## src/rtl/accumulate_scheduler.sv

```systemverilog
// Round-robin scheduler sharing one N-bit accumulator among R requesters.
// Each job sums an arithmetic series (base, step, count) modulo 2^N and
// returns the sum with a one-cycle done pulse to the owning requester.
module accumulate_scheduler #(
  parameter int unsigned N = 8,
  parameter int unsigned R = 4,
  parameter int unsigned L = 8
) (
  input  logic           clock,
  input  logic           reset_n,
  input  logic [R-1:0]   req,
  input  logic [R*N-1:0] base,
  input  logic [R*N-1:0] step,
  input  logic [R*L-1:0] count,
  output logic [R-1:0]   gnt,
  output logic [R-1:0]   done,
  output logic [N-1:0]   result,
  output logic           busy
);

  localparam int unsigned ID_W = (R > 1) ? $clog2(R) : 1;

  typedef enum logic [1:0] {IDLE, RUN, DONE} state_t;

  state_t          state;
  state_t          state_nx;
  logic [ID_W-1:0] ptr;
  logic [ID_W-1:0] id;
  logic [ID_W-1:0] win_id;
  logic            win_valid;
  logic [ID_W:0]   cand;
  logic [N-1:0]    win_base;
  logic [N-1:0]    win_step;
  logic [L-1:0]    win_count;
  logic [N-1:0]    acc;
  logic [N-1:0]    operand;
  logic [N-1:0]    step_r;
  logic [L-1:0]    remaining;
  logic            load;
  logic            last_add;

  // Round-robin search: first requester at or after ptr, wrapping at R
  always_comb begin
    win_valid = 1'b0;
    win_id    = '0;
    cand      = '0;
    for (int unsigned k = 0; k < R; k++) begin
      cand = {1'b0, ptr} + (ID_W+1)'(k);
      if (cand >= (ID_W+1)'(R)) begin
        cand = cand - (ID_W+1)'(R);
      end
      if (!win_valid && req[cand[ID_W-1:0]]) begin
        win_valid = 1'b1;
        win_id    = cand[ID_W-1:0];
      end
    end
  end

  // Job fields of the current round-robin winner
  always_comb begin
    win_base  = base[int'(win_id)*N +: N];
    win_step  = step[int'(win_id)*N +: N];
    win_count = count[int'(win_id)*L +: L];
  end

  // Next-state, grant and datapath control
  always_comb begin
    state_nx = state;
    gnt      = '0;
    load     = 1'b0;
    last_add = 1'b0;
    unique case (state)
      IDLE: begin
        if (win_valid) begin
          gnt[win_id] = 1'b1;
          load        = 1'b1;
          state_nx    = (win_count == '0) ? DONE : RUN;
        end
      end
      RUN: begin
        if (remaining == L'(1)) begin
          last_add = 1'b1;
          state_nx = DONE;
        end
      end
      DONE:    state_nx = IDLE;
      default: state_nx = IDLE;
    endcase
  end

  // State register
  always_ff @(posedge clock or negedge reset_n) begin
    if (!reset_n) begin
      state <= IDLE;
    end else begin
      state <= state_nx;
    end
  end

  // Accumulator datapath, completion pulse, result and round-robin pointer
  always_ff @(posedge clock or negedge reset_n) begin
    if (!reset_n) begin
      ptr       <= '0;
      id        <= '0;
      acc       <= '0;
      operand   <= '0;
      step_r    <= '0;
      remaining <= '0;
      done      <= '0;
      result    <= '0;
      busy      <= 1'b0;
    end else begin
      done <= '0;
      busy <= (state_nx != IDLE);
      if (load) begin
        id        <= win_id;
        operand   <= win_base;
        step_r    <= win_step;
        remaining <= win_count;
        acc       <= '0;
        if (win_count == '0) begin
          done   <= R'(1) << win_id;
          result <= '0;
        end
      end
      if (state == RUN) begin
        acc       <= acc + operand;
        operand   <= operand + step_r;
        remaining <= remaining - L'(1);
        // The final sum includes this cycle's add, so publish it directly
        if (last_add) begin
          done   <= R'(1) << id;
          result <= acc + operand;
        end
      end
      if (state == DONE) begin
        ptr <= (id == ID_W'(R-1)) ? '0 : id + ID_W'(1);
      end
    end
  end

endmodule

```

## config.mk

```make
export PLATFORM = sky130hd
export DESIGN_NAME = accumulate_scheduler
export DESIGN_NICKNAME = d
export VERILOG_FILES = /design/src/rtl/accumulate_scheduler.sv
export SDC_FILE = /design/constraint.sdc
export NUM_CORES = 1
export LEC_CHECK = 0
export CAP_MARGIN = 15
export CORE_ASPECT_RATIO = 0.8
export CORE_MARGIN = 2
export CORE_UTILIZATION = 47
export CTS_CLUSTER_DIAMETER = 120
export DETAILED_ROUTE_END_ITERATION = 8
export HOLD_SLACK_MARGIN = 0.1
export PLACE_DENSITY = 0.89
export SLEW_MARGIN = 20
export SYNTH_ARGS = -nofsm -noshare
export SYNTH_HDL_FRONTEND = slang
export SYNTH_SLANG_ARGS = --single-unit
```

## constraint.sdc

```tcl
create_clock -name clock -period 4.4 [get_ports clock]
set_clock_uncertainty 0.15 [all_clocks]
set_input_delay 1.32 -clock clock [delete_from_list [all_inputs] [get_ports clock]]
set_output_delay 1.32 -clock clock [all_outputs]
set_load 0.05 [all_outputs]
```

==> impl_metrics.toml <==
[worst_setup_path]
cp.required_ps = 2930
r2r_cells = 9
r2r_end = "done[2]$_DFF_PN0_"
worstPathMaxFanout = 4
r2r_slack_ps = 1170
worstReg2RegStart = "ptr[1]$_DFFE_PN0N_"
crit_start = "req[2]"
end_kind = "output pin"
crit_end = "gnt[2]"
cp.arrival_ps = 2870
critPathKind = "in -> out"
critPathLaunchType = "primary input"

[synthesis]
ys_seq_area_frac = 0.343
synth_area_mm2 = 0.00372
ys_ff_latch = 51
synth_area_leaders = "dfrtp_1, nand2_1, mux2i_1"
synth.top_cell.area_share = 0.343
ys_warn_count = 0
synth_cells = 453
synth_top_area_cell = "dfrtp_1"
synth_edf_count = 0
yosysMostFrequentCell = "nand2_1"
syn_avg_cell_area_um2 = 8.22
syn_nets = 577
yosys_most_used_dff = "dfrtp_1"
synthTopCellsByCount = "nand2_1, dfrtp_1, nand3_1"
synth-async-reset-ratio = 1.00
ys_types = 49

[route]
via_count = 3731
drt_wl_total_mm = 10.1
first_pass_iters = 5
wire_per_inst_um = 14.9
postRouteAntennaNets = 0
vias_per_cell = 5.49
drt_iter0_drc = 214
drc = 0

[finish]
diodes = 0
multi_input_area_mm2 = 0.00232
finish.utilization = 0.675
register_area_mm2 = 0.00128
layout.nets = 695
drive_gt1_frac = 0.0997
fill_cells = 583
instances_no_fill = 680
syn_to_final_growth_pct = 41.4

[sta]
max_freq_ghz = 0.230
finalMaxSlewViolations = 0
rsz0062_at_grt = "false"
hold_violations = 0
setup_ws_ps = 57.4
period_share = 0.987
tightest_slew_ps = 1100
holdWs_ps = 342
fin_tns_setup_ps = 0
max-slew-margin-rel = 0.265
setup_viol = 0
min_period_ps = 4340

[clocking]
clkLatencyLatePin_ps = 310
htree_levels = 2
clockRootBuffer = "clkbuf_8"
cts.sinks = 51
tritoncts = "yes"
cts_buffer_depth = 2
cts_hold_buf = 0
post-cts-setup-buffer-count = 0
cts_made_buffers = 5
clk_pin_slew_ps = 90

[grt]
antenna_found_initial = 0
grt_pass1_vias = 3783
gr-usage-all-layers = 0.243
grt_max_degree = 36
grt_overflow = 0
grt_pass1_wl_mm = 17.0

[place]
gp_congestion = 0.893
dpl.cell_count = 672
dp_hpwl_mm = 7.90
place_worst_setup_slack_ps = -51.3
io_buffers = 118

[floorplan]
io_pins = 119
die_area_mm2 = 0.00865
die_x_um = 103
num_rows = 29
initial_core_util = 0.477
core_mm2 = 0.00780
die_h_um = 83.6

[hold_path]
hold_path.class = "reg -> reg"

[pwr]
power_density_mw_per_mm2 = 624
ir_drop_mv = 0.358
leakage_nw = 2.36

[job]
cap_viol_max_count = 0

[status]
outcome = "completed"
## cell type report
cell class              count  share of cell area
clock buffers               6              0.0157
clock inverters             2             0.00309
inverters                  18              0.0128
multi-input cells         357               0.441
flip-flops and latches     51               0.242
well taps                 108              0.0257
repair buffers            138               0.260
## logic make-up (layout without fill, tap and decap cells)
| logic type | after synthesis | after routing | synth area share |
|---|---|---|---|
| simple gates | 201 | 201 | 0.241 |
| xor+xnor | 12 | 12 | 0.0282 |
| fa+ha+maj | 22 | 22 | 0.0780 |
| flops | 51 | 51 | 0.343 |
| buf+inv | 45 | 164 | 0.0487 |
| compound gates | 87 | 87 | 0.163 |
| mux | 35 | 35 | 0.0985 |
## through the flow
stage / power, W / instance area [um2]
after floorplan: 0.00236 / 3730
final: 0.00329 / 5270
after detailed placement: 0.00297 / 5130
after CTS: 0.00327 / 5230
after global routing: 0.00357 / 5270
after global placement: 0.00285 / 5130
## registers in the layout, indices dropped and copies added (netlist names)
register / cells
busy: 1
ptr: 2
id: 2
result: 8
operand: 8
remaining: 8
done: 4
step_r: 8
acc: 8
state: 2
## worst min-delay path by stage
stage,endpoint,slack (ps),from,depth (start not counted)
3_5_place_dp,step_r[6]$_DFFE_PN0P_,320,step_r[6]$_DFFE_PN0P_,2
3_3_place_gp,step_r[6]$_DFFE_PN0P_,320,step_r[6]$_DFFE_PN0P_,2
2_1_floorplan,step_r[0]$_DFFE_PN0P_,300,step_r[0]$_DFFE_PN0P_,2
6_report,step_r[6]$_DFFE_PN0P_,340,step_r[6]$_DFFE_PN0P_,2
5_1_grt,result[2]$_DFF_PN0_,380,result[2]$_DFF_PN0_,1
4_1_cts,step_r[6]$_DFFE_PN0P_,340,step_r[6]$_DFFE_PN0P_,2
## per-layer routing
| metal | part of all wire | GRT usage | vias up |
|---|---|---|---|
| li1 | - | - | 1823 |
| met2 | 0.48 | 0.395 | 143 |
| met3 | 0.067 | 0.0452 | 10 |
| met1 | 0.44 | 0.335 | 1755 |
| met5 | 0 | 0 | - |
| met4 | 0.0098 | 0.0562 | 0 |
## report_power, final
| group | total [W] | internal (W) | switching [W] | leakage (nW) |
|---|---|---|---|---|
| registers | 0.000913 | 0.000695 | 0.000217 | 0.632 |
| clock network | 0.000287 | 0.000129 | 0.000158 | 0.0474 |
| logic | 0.00209 | 0.000925 | 0.00116 | 1.68 |
## timing repair
| action | CTS | global route |
|---|---|---|
| gates resized for setup | 2 | 9 |
| setup endpoints to repair | 1 | 3 |
| pin swaps | 1 | 0 |
## cells in the final DEF, fill, tap and decap left out, types with 3 or more instances in the layout
cell type and n:
ha_1 20, nor2_2 3, a21o_1 5, buf_4 20, a22o_1 3, a22oi_1 5, xor2_1 6, or2_2 3
inv_1 18, nand2b_1 5, a21oi_1 12, o32ai_1 4, buf_12 4, nand2_1 99, o21ai_0 22, nor4_2 3
dfrtp_1 51, a31oi_1 6, nor3_1 5, nor2b_1 6, clkbuf_8 6, nand3_1 41, a31o_1 8, mux2i_1 31
nor2_1 24, xnor2_1 6, clkdlybuf4s50_1 113, o221ai_1 3, mux2_2 3
## critical path, stage by stage
cell and delay (ps):
clkdlybuf4s50_1 530, or3b_1 420, buf_4 170, o221ai_4 70, nand2_4 110, nor2_4 120
buf_12 140
No activity file was read; power rests on OpenSTA's default activity.
==> edit: new RTL, same settings <==
Reset style: synchronous (`reset_n`), changed in 2 clocked blocks.
--- a/src/rtl/accumulate_scheduler.sv
+++ b/src/rtl/accumulate_scheduler.sv
@@ -89,7 +89,7 @@
   end
 
   // State register
-  always_ff @(posedge clock or negedge reset_n) begin
+  always_ff @(posedge clock) begin
     if (!reset_n) begin
       state <= IDLE;
     end else begin
@@ -98,7 +98,7 @@
   end
 
   // Accumulator datapath, completion pulse, result and round-robin pointer
-  always_ff @(posedge clock or negedge reset_n) begin
+  always_ff @(posedge clock) begin
     if (!reset_n) begin
       ptr       <= '0;
       id        <= '0;
Formal check against the unedited RTL: differs if reset_n is asserted again (counterexample within 4 cycles, from zero or initial values and one cycle with reset_n low); with reset_n held inactive, the same outputs for 4 cycles.
==> edit against the unedited design <==
Sequential cell count is the same; die area fell by 3.5%; area after synthesis is 3.7% lower; setup slack better by 0.055 ns; non-clock buffer count increased by 1; wire length grew 4.8%; critical path depth is 1 lower; sequential share of layout area shrank 4.5 points; cell area decreased by 2.0%.
Power is not compared: it rests on default switching activity, and its combinational part moved more than twofold at a synthesized area within 25%.
==> edit: results (changes against the unedited design) <==
* Max FO, Critical Path at 13 (was 4)
* Compound-Gate Fraction of Synth Area at 24.4% (was 16.3%)
* Worst hold slack at 0.330 ns (was 0.342 ns)
* Slowest Stage Delay on Critical Path at 0.47 ns (was 0.53 ns)
* Vias in the first global route at 3814 (was 3783)
* Fillers at 565 (was 583)
* Total length of routed wires at 10.6 mm (was 10.1 mm)
* FF-to-FF End: operand[7] (was done[2])
* Initial drt markers at 199 (was 214)
* GRT Overall Usage at 26.1% (was 24.3%)
* DR WL met2 at 5.29 mm (was 4.88 mm)
* DR vias at 3901 (was 3731)
* # nets final at 706 (was 695)
* Placer Congestion at 0.950 (was 0.893)
* Layout cell share with drive strength beyond 1 at 8.75% (was 9.97%)
* Hold Crit Start: acc[6] (was step_r[6])
* Flop2flop setup slack at 1.44 ns (was 1.17 ns)
* Met3 WL post-DR at 629 µm (was 681 µm)
* Status: complete, no violations (unchanged)
* Wire length of the first global-routing pass at 17.4 mm (was 17.0 mm)
* Register area share after synthesis at 28.5% (was 34.3%)
* Distinct cells, synth at 52 (was 49)
* Area contributors post-synth: dfxtp_1 28%, nand2_1 7.6%, mux2i_1 7.3% (was dfrtp_1 34%, nand2_1 10%, mux2i_1 8.3%)
* M2 GR Usage at 48.2% (was 39.5%)
* HPWL Detailed at 8.07 mm (was 7.90 mm)
-- edit: timing repair --
action	in CTS	in global routing
setup buffers	0	2
setup endpoints to repair	4	4
pin swaps	1	3
hold endpoints to repair	0	0
gates resized for setup	9	11
-- edit: power breakdown --
part           internal, mW  leakage [nW]  switching (mW)  total, mW
Clock                 0.227        0.0644           0.166      0.393
Sequential            0.535         0.418          0.0749      0.610
Combinational         0.355          1.62           0.441      0.796
-- edit: through the flow --
stage	power [mW]	area [µm²]	setup WS, ns	instances
3_5_place_dp	1.38	4940	-0.161	678
2_1_floorplan	1.12	3590	-0.0139	468
4_1_cts	1.77	5090	-0.0281	686
3_3_place_gp	1.34	4940	-0.0187	678
5_1_grt	1.91	5160	0.0567	688
6_report	1.80	5160	0.113	688
-- edit: layout make-up --
cell class / count / area share, %
Clock inverter: 3 / 1.31
Timing Repair Buffer: 139 / 26.7
Clock buffer: 5 / 1.33
Multi-Input combinational cell: 368 / 47.0
Sequential cell: 51 / 19.8
Tap cell: 105 / 2.55
Inverter: 17 / 1.31
